===== src/rtl/uart_rx_ctrl_pkg.sv =====
// Shared UART constants and types used by the receive controller and its FIFO.
package uart_rx_ctrl_pkg;

    localparam int UART_DEFAULT_DIV     = 868;
    localparam int UART_MIN_DIV         = 2;
    localparam int UART_RX_TIMEOUT_BITS = 40;

    typedef enum logic [0:0] {
        DIV_IDLE = 1'b0,
        DIV_PEND = 1'b1
    } type_uart_div_states_e;

endpackage : uart_rx_ctrl_pkg


===== src/rtl/uart_rx_ctrl_fifo.sv =====
// Generic synchronous FIFO (uart_fifo); full-and-popped accepts a push, flush wins over push.
module uart_fifo #(
    parameter int DEPTH = 16,
    parameter int WIDTH = 8
) (
    input  logic                   clk,
    input  logic                   rst_n,
    input  logic                   push_i,
    input  logic [WIDTH-1:0]       wdata_i,
    input  logic                   pop_i,
    input  logic                   flush_i,
    output logic [WIDTH-1:0]       rdata_o,
    output logic                   empty_o,
    output logic                   full_o,
    output logic                   push_ok_o,
    output logic                   pop_ok_o,
    output logic [$clog2(DEPTH):0] level_o,
    output logic [$clog2(DEPTH):0] level_nxt_o
);

    localparam int AW = $clog2(DEPTH);
    localparam int LW = AW + 1;

    logic [WIDTH-1:0] mem_q [DEPTH];
    logic [AW-1:0]    wr_ptr_q, wr_ptr_d;
    logic [AW-1:0]    rd_ptr_q, rd_ptr_d;
    logic [LW-1:0]    level_q, level_d;
    logic             do_push, do_pop;

    assign empty_o = (level_q == '0);
    assign full_o  = (level_q == LW'(DEPTH));
    assign do_pop  = pop_i && !empty_o;
    assign do_push = push_i && (!full_o || do_pop);

    assign push_ok_o   = do_push && !flush_i;
    assign pop_ok_o    = do_pop;
    assign level_o     = level_q;
    assign level_nxt_o = level_d;
    assign rdata_o     = mem_q[rd_ptr_q];

    always_comb begin
        wr_ptr_d = wr_ptr_q;
        rd_ptr_d = rd_ptr_q;
        level_d  = level_q;
        if (flush_i) begin
            wr_ptr_d = '0;
            rd_ptr_d = '0;
            level_d  = '0;
        end else begin
            if (do_push) begin
                wr_ptr_d = wr_ptr_q + AW'(1);
            end
            if (do_pop) begin
                rd_ptr_d = rd_ptr_q + AW'(1);
            end
            // Simultaneous push and pop leaves the occupancy unchanged, even when full.
            case ({do_push, do_pop})
                2'b10:   level_d = level_q + LW'(1);
                2'b01:   level_d = level_q - LW'(1);
                default: level_d = level_q;
            endcase
        end
    end

    always_ff @(posedge clk) begin
        if (!rst_n) begin
            wr_ptr_q <= '0;
            rd_ptr_q <= '0;
            level_q  <= '0;
        end else begin
            wr_ptr_q <= wr_ptr_d;
            rd_ptr_q <= rd_ptr_d;
            level_q  <= level_d;
        end
    end

    always_ff @(posedge clk) begin
        if (push_ok_o) begin
            mem_q[wr_ptr_q] <= wdata_i;
        end
    end

endmodule : uart_fifo


===== src/rtl/uart_rx_ctrl.sv =====
// UART receive controller: byte FIFO, sticky errors, deferred baud divisor update, irq.
// Define UART_RX_TIMEOUT_EN to add the character-timeout counter and the timeout_o port.
module uart_rx_ctrl #(
    parameter int FIFO_DEPTH = 16,
    parameter int DIV_W      = 16
) (
    input  logic                        clk,
    input  logic                        rst_n,
    input  logic [7:0]                  rx_data_i,
    input  logic                        rx_valid_i,
    input  logic                        rx_frame_err_i,
    input  logic                        rx_active_i,
    input  logic                        cfg_wr_i,
    input  logic [DIV_W-1:0]            cfg_div_i,
    output logic [DIV_W-1:0]            baud_div_o,
    output logic                        cfg_pend_o,
    output logic                        rd_valid_o,
    output logic [7:0]                  rd_data_o,
    input  logic                        rd_ready_i,
    input  logic                        flush_i,
    output logic [$clog2(FIFO_DEPTH):0] level_o,
    input  logic [$clog2(FIFO_DEPTH):0] watermark_i,
    output logic                        overrun_o,
    output logic                        frame_err_o,
    input  logic                        clr_err_i,
`ifdef UART_RX_TIMEOUT_EN
    output logic                        timeout_o,
`endif
    output logic                        irq_o
);

    import uart_rx_ctrl_pkg::*;

    localparam int LW = $clog2(FIFO_DEPTH) + 1;
    localparam logic [DIV_W-1:0] MIN_DIV = DIV_W'(UART_MIN_DIV);
    localparam logic [DIV_W-1:0] DEF_DIV = DIV_W'(UART_DEFAULT_DIV);

    logic                  fifo_full, fifo_empty, push_ok, pop_ok;
    logic [LW-1:0]         level_q, level_d;
    logic                  overrun_q, overrun_d;
    logic                  frame_err_q, frame_err_d;
    logic                  irq_q, irq_d;
    logic                  tmo_term_d;
    type_uart_div_states_e div_state_q;
    logic [DIV_W-1:0]      baud_div_q, pend_div_q, cfg_div_clamped;
    logic                  cfg_pend_q;

    uart_fifo #(
        .DEPTH (FIFO_DEPTH),
        .WIDTH (8)
    ) u_fifo (
        .clk         (clk),
        .rst_n       (rst_n),
        .push_i      (rx_valid_i),
        .wdata_i     (rx_data_i),
        .pop_i       (rd_ready_i),
        .flush_i     (flush_i),
        .rdata_o     (rd_data_o),
        .empty_o     (fifo_empty),
        .full_o      (fifo_full),
        .push_ok_o   (push_ok),
        .pop_ok_o    (pop_ok),
        .level_o     (level_q),
        .level_nxt_o (level_d)
    );

    assign rd_valid_o  = !fifo_empty;
    assign level_o     = level_q;
    assign overrun_o   = overrun_q;
    assign frame_err_o = frame_err_q;
    assign irq_o       = irq_q;
    assign baud_div_o  = baud_div_q;
    assign cfg_pend_o  = cfg_pend_q;

    assign cfg_div_clamped = (cfg_div_i < MIN_DIV) ? MIN_DIV : cfg_div_i;

    // A byte arriving into a full FIFO is lost unless the head leaves in the same cycle.
    assign overrun_d   = (rx_valid_i && fifo_full && !pop_ok) || (overrun_q && !clr_err_i);
    assign frame_err_d = rx_frame_err_i || (frame_err_q && !clr_err_i);

    always_comb begin
        irq_d = overrun_d | frame_err_d | tmo_term_d;
        if (level_d != '0 && level_d >= watermark_i) begin
            irq_d = 1'b1;
        end
    end

    always_ff @(posedge clk) begin
        if (!rst_n) begin
            overrun_q   <= 1'b0;
            frame_err_q <= 1'b0;
            irq_q       <= 1'b0;
        end else begin
            overrun_q   <= overrun_d;
            frame_err_q <= frame_err_d;
            irq_q       <= irq_d;
        end
    end

    // The divisor only ever moves while the receiver is idle, so no character sees two rates.
    always_ff @(posedge clk) begin
        if (!rst_n) begin
            div_state_q <= DIV_IDLE;
            baud_div_q  <= DEF_DIV;
            pend_div_q  <= DEF_DIV;
            cfg_pend_q  <= 1'b0;
        end else begin
            case (div_state_q)
                DIV_IDLE: begin
                    if (cfg_wr_i) begin
                        if (!rx_active_i) begin
                            baud_div_q <= cfg_div_clamped;
                        end else begin
                            pend_div_q  <= cfg_div_clamped;
                            div_state_q <= DIV_PEND;
                            cfg_pend_q  <= 1'b1;
                        end
                    end
                end
                DIV_PEND: begin
                    if (!rx_active_i) begin
                        baud_div_q  <= cfg_wr_i ? cfg_div_clamped : pend_div_q;
                        div_state_q <= DIV_IDLE;
                        cfg_pend_q  <= 1'b0;
                    end else if (cfg_wr_i) begin
                        pend_div_q <= cfg_div_clamped;
                    end
                end
                default: begin
                    div_state_q <= DIV_IDLE;
                    cfg_pend_q  <= 1'b0;
                end
            endcase
        end
    end

`ifdef UART_RX_TIMEOUT_EN
    localparam int TMO_W = $clog2(UART_RX_TIMEOUT_BITS + 1);

    logic [DIV_W-1:0] bit_cnt_q, bit_cnt_d;
    logic [TMO_W-1:0] tmo_cnt_q, tmo_cnt_d;
    logic             timeout_q, timeout_d;
    logic             tmo_clear;

    assign tmo_clear  = push_ok || pop_ok || flush_i || (level_q == '0);
    assign tmo_term_d = timeout_d;
    assign timeout_o  = timeout_q;

    // Bit periods are counted down from the live divisor; the count freezes once timed out.
    always_comb begin
        bit_cnt_d = bit_cnt_q;
        tmo_cnt_d = tmo_cnt_q;
        timeout_d = timeout_q;
        if (tmo_clear) begin
            bit_cnt_d = baud_div_q;
            tmo_cnt_d = '0;
            timeout_d = 1'b0;
        end else if (!timeout_q) begin
            if (bit_cnt_q <= DIV_W'(1)) begin
                bit_cnt_d = baud_div_q;
                tmo_cnt_d = tmo_cnt_q + TMO_W'(1);
                if (tmo_cnt_q == TMO_W'(UART_RX_TIMEOUT_BITS - 1)) begin
                    timeout_d = 1'b1;
                end
            end else begin
                bit_cnt_d = bit_cnt_q - DIV_W'(1);
            end
        end
    end

    always_ff @(posedge clk) begin
        if (!rst_n) begin
            bit_cnt_q <= DEF_DIV;
            tmo_cnt_q <= '0;
            timeout_q <= 1'b0;
        end else begin
            bit_cnt_q <= bit_cnt_d;
            tmo_cnt_q <= tmo_cnt_d;
            timeout_q <= timeout_d;
        end
    end
`else
    assign tmo_term_d = 1'b0;
`endif

endmodule : uart_rx_ctrl


===== config.mk =====
export PLATFORM = sky130hd
export DESIGN_NAME = uart_rx_ctrl
export DESIGN_NICKNAME = d
export VERILOG_FILES = /design/src/rtl/uart_rx_ctrl_pkg.sv /design/src/rtl/uart_rx_ctrl_fifo.sv /design/src/rtl/uart_rx_ctrl.sv
export SDC_FILE = /design/constraint.sdc
export NUM_CORES = 1
export LEC_CHECK = 0
export BUFFER_PORTS_ARGS = -buffer_cell sky130_fd_sc_hd__buf_2
export CAP_MARGIN = 20
export CORE_ASPECT_RATIO = 2
export CORE_MARGIN = 2
export CORE_UTILIZATION = 55
export CTS_CLUSTER_DIAMETER = 80
export DETAILED_ROUTE_END_ITERATION = 12
export PLACE_DENSITY_LB_ADDON = 0.15
export SYNTH_ARGS = -nofsm -noshare
export SYNTH_HDL_FRONTEND = slang
export SYNTH_SLANG_ARGS = --single-unit

===== constraint.sdc =====
create_clock -name clk -period 6.55 [get_ports clk]
set_clock_uncertainty 0.05 [all_clocks]
set_input_delay 0 -clock clk [delete_from_list [all_inputs] [get_ports clk]]
set_output_delay 0 -clock clk [all_outputs]
set_load 0.01 [all_outputs]

# ---- Word level (Yosys, flattened, before mapping)
# Memory sizes are Yosys's and may differ from the RTL's. A register that Yosys moved wholly into a read port is not among the register bits.
# Index checks and enable logic that the tools add are counted.
dict set report op_classes {
  addsub 4
  multipliers 0
  n_div 0
  magnitude_cmp 2
  n_eq_ne 8
  shift 0
  muxes 24
  bitwise_logic 3
  n_reduce_logical 22
}
# operator count
set op_table {}
lappend op_table {{2-to-1 mux 16 bit} 8}
lappend op_table {{case mux 16 bit (2 select lines)} 2}
lappend op_table {{less-than comparator 16 x 2 -> 1 bit, second input constant} 1}
lappend op_table {{inequality test 2 bit, second input constant} 5}
lappend op_table {{case mux 5 bit (2 select lines)} 1}
lappend op_table {{AND reduction 3 bit} 3}
lappend op_table {{adder 4 x 1 -> 4 bit, second input constant} 2}
lappend op_table {{logical AND 1 bit} 8}
lappend op_table {{2-to-1 mux 1 bit} 8}
lappend op_table {{2-to-1 mux 4 bit} 2}
lappend op_table {{adder 5 x 1 -> 5 bit, second input constant} 1}
lappend op_table {{equality test 5 bit, second input constant} 1}
lappend op_table {{greater-or-equal comparator 5 bit} 1}
lappend op_table {{zero test 1 bit} 5}
lappend op_table {{zero test 5 bit} 1}
lappend op_table {{2-to-1 mux 5 bit} 1}
lappend op_table {{nonzero test 5 bit} 1}
lappend op_table {{subtractor 5 x 1 -> 5 bit, second input constant} 1}
lappend op_table {{case mux 1 bit (2 select lines)} 2}
lappend op_table {{logical OR 1 bit} 3}
lappend op_table {{equality test 2 x 1 -> 1 bit, second input constant} 1}
lappend op_table {{equality test 2 bit, second input constant} 1}
lappend op_table {{NOT 1 bit} 2}
lappend op_table {{OR reduction 2 bit} 1}
lappend op_table {{OR 1 bit} 1}
dict set report word_totals {
  ff_bits 50
  latchBits 0
  mem_bits_rw 128
  mem_bits_ro 0
  input_bits 38
  elab_cells 74
  mem_count 1
}
# name depth word_bits rd rd_clocked_by_memory_dff wr line
set memory_table {}
lappend memory_table {u_fifo.mem_q 16 8 1 1 1 uart_rx_ctrl_fifo.sv:24} ;# logic [WIDTH-1:0] mem_q [DEPTH];

# ---- Logic depth before layout (Yosys ltp)
dict set report logic_depth {
  ltp_word 11
  ltp_mapped 15
  ltp_nobuf 14
}

# ---- Modules after synthesis
# From an unflattened synthesis, not the netlist that was laid out.
dict set report unflattened {
  cells_unflattened 516
  hier_area_um2 7672.4
}
# module n_inst cells_each area_per_inst_um2
set modules_own_cells {}
lappend modules_own_cells {uart_fifo 1 325 5982.0}
lappend modules_own_cells {uart_rx_ctrl 1 191 1690.4}

# ---- Worst setup path after synthesis
# OpenSTA, ideal clock, no wires.
dict set report synth_timing {
  path_kind {flip-flop to flip-flop}
  startpoint {register u_fifo.level_q[2], in the netlist u_fifo.level_o[2]}
  endpoint {register irq_q, in the netlist irq_o}
  arrival_time_ns 3.176
  required_time_ns 6.365
  slack_ns 3.189
  stages_incl_launch_ff 15
  n_path_buf 1
  synth_period_minus_slack_ns 3.361
  path_cell_list {dfxtp_1 > buf_6 > nor4_4 > a21oi_1 > xnor2_1 > ha_1 > or4_2 > nor2_1 > a2bb2oi_1 > a21oi_1 > ha_1 > a21oi_1 > o21ai_0 > o21ai_0 > o22ai_1}
}
dict set report synth_between {
  elab_chain_len 11
}
# item line
set synth_rtl {}
lappend synth_rtl {{start, declared} uart_rx_ctrl_fifo.sv:27} ;# logic [LW-1:0] level_q, level_d;
lappend synth_rtl {{start signal, assigned} uart_rx_ctrl_fifo.sv:73} ;# level_q <= level_d;
lappend synth_rtl {{zero test 5 bit} uart_rx_ctrl_fifo.sv:30} ;# assign empty_o = (level_q == '0);
lappend synth_rtl {{zero test 1 bit} uart_rx_ctrl_fifo.sv:32} ;# assign do_pop = pop_i && !empty_o;
lappend synth_rtl {{logical AND 1 bit} uart_rx_ctrl_fifo.sv:32}
lappend synth_rtl {{logical OR 1 bit} uart_rx_ctrl_fifo.sv:33} ;# assign do_push = push_i && (!full_o || do_pop);
lappend synth_rtl {{logical AND 1 bit} uart_rx_ctrl_fifo.sv:33}
lappend synth_rtl {{equality test 2 x 1 -> 1 bit / equality test 2 bit (equally long branches)} uart_rx_ctrl_fifo.sv:57} ;# case ({do_push, do_pop})
lappend synth_rtl {{case mux 5 bit (2 select lines) *} uart_rx_ctrl_fifo.sv:57}
lappend synth_rtl {{2-to-1 mux 5 bit *} uart_rx_ctrl_fifo.sv:45} ;# if (flush_i) begin
lappend synth_rtl {{via level_d[4]} uart_rx_ctrl.sv:39} ;# logic [LW-1:0] level_q, level_d;
lappend synth_rtl {{greater-or-equal comparator 5 bit / nonzero test 5 bit (equally long branches)} uart_rx_ctrl.sv:83} ;# if (level_d != '0 && level_d >= watermark_i) begin
lappend synth_rtl {{logical AND 1 bit *} uart_rx_ctrl.sv:83}
lappend synth_rtl {{2-to-1 mux 1 bit *} uart_rx_ctrl.sv:83}
lappend synth_rtl {{end signal, assigned} uart_rx_ctrl.sv:96} ;# irq_q <= irq_d;
lappend synth_rtl {{end, declared} uart_rx_ctrl.sv:42} ;# logic irq_q, irq_d;
# The timed path passes the listed nets; every way through them passes the cells marked *.
# A chain may end at the register's enable or synchronous reset.

# ---- Worst setup path after layout
# Ends and elaborated chain as after synthesis.

==> summary.md <==
| Metric | Value |
|---|---|
| I/O Pins | `72` |
| # hold bufs at CTS | `28` |
| Number of port buffers | `71` |
| Period utilisation layout | `0.572` |
| Internal Power | `1.90 mW` |
| R2R Setup Slk | `2810 ps` |
| Antenna Nets Post-Route | `0` |
| Net Sw Frac | `0.221` |
| Synth Area per Inst | `15.0 um2` |
| Core area | `13400 um2` |
| Largest net degree at the start of global routing | `43` |
| Hold path depth | `4` |
| Power share of the clock group | `0.412` |
| Drt pass-1 iters | `4` |
| Crit path capture type | `flop` |
| Most common flop cell mapped by yosys | `edfxtp_1` |
| Nets | `642` |
| Fmax | `0.267 GHz` |
| Hold WC Path Type | `in2reg` |
| Fin Setup TNS | `0 ps` |
| Clock period minus worst slack | `3740 ps` |
| Worst endpoint data arrival time | `3980 ps` |
| Diode count | `0` |
| Critical Path RT | `6790 ps` |
| Worst skew pair latency | `420 ps` |
| Yosys warns | `0` |
| Routed via count | `4391` |
| Layout cell share with drive strength beyond 1 | `0.249` |
| Post-Synthesis Net Count | `548` |
| Count of cell types in the netlist | `46` |
| Vias per Instance | `5.77` |
| Register area share after synthesis | `0.659` |
| CTS resizes | `0` |
| Max-slew violation count | `0` |
| Global route total overflow | `0` |
| Post-synthesis cell area | `7480 um2` |
| DP HPWL | `10.5 mm` |
| Pwr Total | `2.44 mW` |
| Num CTS Buffers | `17` |
| Die area | `14600 um2` |
| Row cnt | `60` |
| Synthesized netlist cell count | `499` |
| Final WL | `15.2 mm` |
| DR DRC count | `0` |
| PD cells | `277 nW/um2` |
| Max IR drop VDD | `189 uV` |
| Die W | `86.4 um` |
| Flop pwr share | `0.518` |
| Post-CTS Setup Repair Bufs | `0` |
| CTS max path bufs | `2` |
| RSZ-0062 raised after global routing | `false` |
| P_sw | `0.538 mW` |
| Global-route wire length before repair | `23.6 mm` |
| P_leak | `3.32 nW` |
| Outcome | `complete, no violations` |
| Drt wl/cell | `20.0 um` |
| Area Overhead vs Synth | `17.8%` |
| Sinks on the clock net | `182` |
| Async SR Flop Fraction | `0` |
| Clock-pin slew on the worst setup and hold paths | `60 ps` |
| Die Y | `169 um` |
| Least-Margin Pin Slew | `1060 ps` |
| Root buffer cell | `clkbuf_16` |
| Slew headroom | `0.296` |
| Htree depth | `4` |
| Post-synth EDFFs | `128` |
| Startpoint types | `flop` |
| Fill count | `1014` |
| Number of global-route vias before repair | `4567` |
| All-Layer GR Usage | `0.220` |
| Comb pwr share | `0.070` |
| DR iter-0 viols | `239` |
| Antenna violations before repair | `0` |
| # setup viols final | `0` |
| TritonCTS clock tree | `done` |
| Initial Utilization | `0.559` |
| Hold Fails Final Rpt | `0` |
| Max-cap viol count | `0` |
| Worst-path fanout max | `10` |
| Placer's final routability congestion estimate | `0.871` |
| Critical path type | `reg2reg` |
| FF+latch count, synth | `182` |
| R2R cell count | `13` |
==> flip-flops by register name (all words and copies together) (netlist names), named ones only <==
signal / flops
u_fifo.mem_q: 128
baud_div_o: 16
pend_div_q: 16
u_fifo.level_o: 5
u_fifo.rd_ptr_q: 4
u_fifo.wr_ptr_q: 4
cfg_pend_o: 1
div_state_q: 1
frame_err_o: 1
irq_o: 1
overrun_o: 1
==> stage by stage <==
stage	cells	hold WS, ps	utilization	cell area (um2)	setup slack [ps]
after CTS	761	1.09	0.659	8800	2820
after detailed placement	701	202	0.594	7930	2850
after floorplan	499	48.9	-	7480	3190
final	761	14.2	0.659	8800	2810
after global routing	761	24.8	0.659	8800	2580
after global placement	701	199	0.594	7930	2990
==> cell usage after synthesis (7+ instances only) <==
library cell  instances  area, um2
o21ai_0               7       35.0
mux2i_1              17        170
o211a_1              11        110
mux4_2               40        901
dfxtp_1              54       1080
nand2_1              60        225
edfxtp_1            128       3840
clkbuf_1             18       67.6
nand3_1               7       35.0
nor2_1               36        135
ha_1                 11        138
a21boi_0             12       90.1
inv_1                14       52.6
o211ai_1              8       60.1
==> kinds of logic (layout without fill, tap and decap cells) <==
group | after synthesis | after routing | synth area share
xor gates and xnor gates | 11 | 11 | 0.0129
and+or+nand+nor | 138 | 138 | 0.0845
AOI/OAI and AO/OA | 60 | 60 | 0.0603
buffers and inverters | 40 | 147 | 0.0219
muxes | 57 | 57 | 0.143
DFF | 182 | 182 | 0.659
adders and majority gates | 11 | 11 | 0.0184
==> power by group through the flow <==
stage / Combinational [mW] / Clock (mW) / Sequential (mW)
global route: 0.189 / 1.06 / 1.27
floorplan: 0.0973 / 0 / 1.29
finish: 0.171 / 1.00 / 1.26
detailed placement: 0.160 / 0 / 1.29
global placement: 0.155 / 0 / 1.29
CTS: 0.173 / 1.02 / 1.26
==> per-layer routing <==
metal	share of wire	track usage	wire [um]
met1	0.36	0.228	5430
met2	0.58	0.415	8750
met3	0.035	0.0434	533
met4	0.032	0.0931	483
met5	0	0	0
==> worst max-delay path: stages (launching register included) <==
cell and delay, ps:
dfxtp_1 420, nor4_4 550, a21oi_1 240, xnor2_1 170, ha_1 240, or4_2 660
nor2_1 140, a2bb2oi_1 80, a21oi_1 220, ha_1 290, a21oi_1 150, o21ai_0 110
o311ai_0 130, o22ai_1 150
==> placed cells by master, fill, tap and decap left out, types with 8 or more instances in the layout <==
cell | Yosys | layout
dlygate4sd3_1 | 0 | 28
dfxtp_1 | 54 | 52
mux2i_1 | 17 | 17
a21boi_0 | 12 | 12
inv_1 | 14 | 14
ha_1 | 11 | 11
buf_2 | 5 | 71
edfxtp_1 | 128 | 128
o211ai_1 | 8 | 8
nor2_1 | 36 | 36
clkbuf_16 | 0 | 19
o211a_1 | 11 | 11
nand2_1 | 60 | 60
mux4_2 | 40 | 40
==> final timing paths <==
kind,to,from
max,irq_o$_SDFF_PN0_,u_fifo.level_o[2]$_SDFF_PN0_
min,baud_div_o[1]$_SDFFE_PN0P_,cfg_div_i[1]
min reg2reg,pend_div_q[9]$_SDFFE_PN1P_,pend_div_q[9]$_SDFFE_PN1P_
max reg2reg,irq_o$_SDFF_PN0_,u_fifo.level_o[2]$_SDFF_PN0_
==> final cells by class <==
type                            instances  area [um2]  area share
Sequential cell                       182        4930       0.560
Multi-Input combinational cell        277        2390       0.271
Timing Repair Buffer                  101         651      0.0739
Clock buffer                           21         493      0.0560
Tap cell                              155         194      0.0220
Clock inverter                         11        98.8      0.0112
Inverter                               14        52.6     0.00597
No activity file was read; power rests on OpenSTA's default activity.
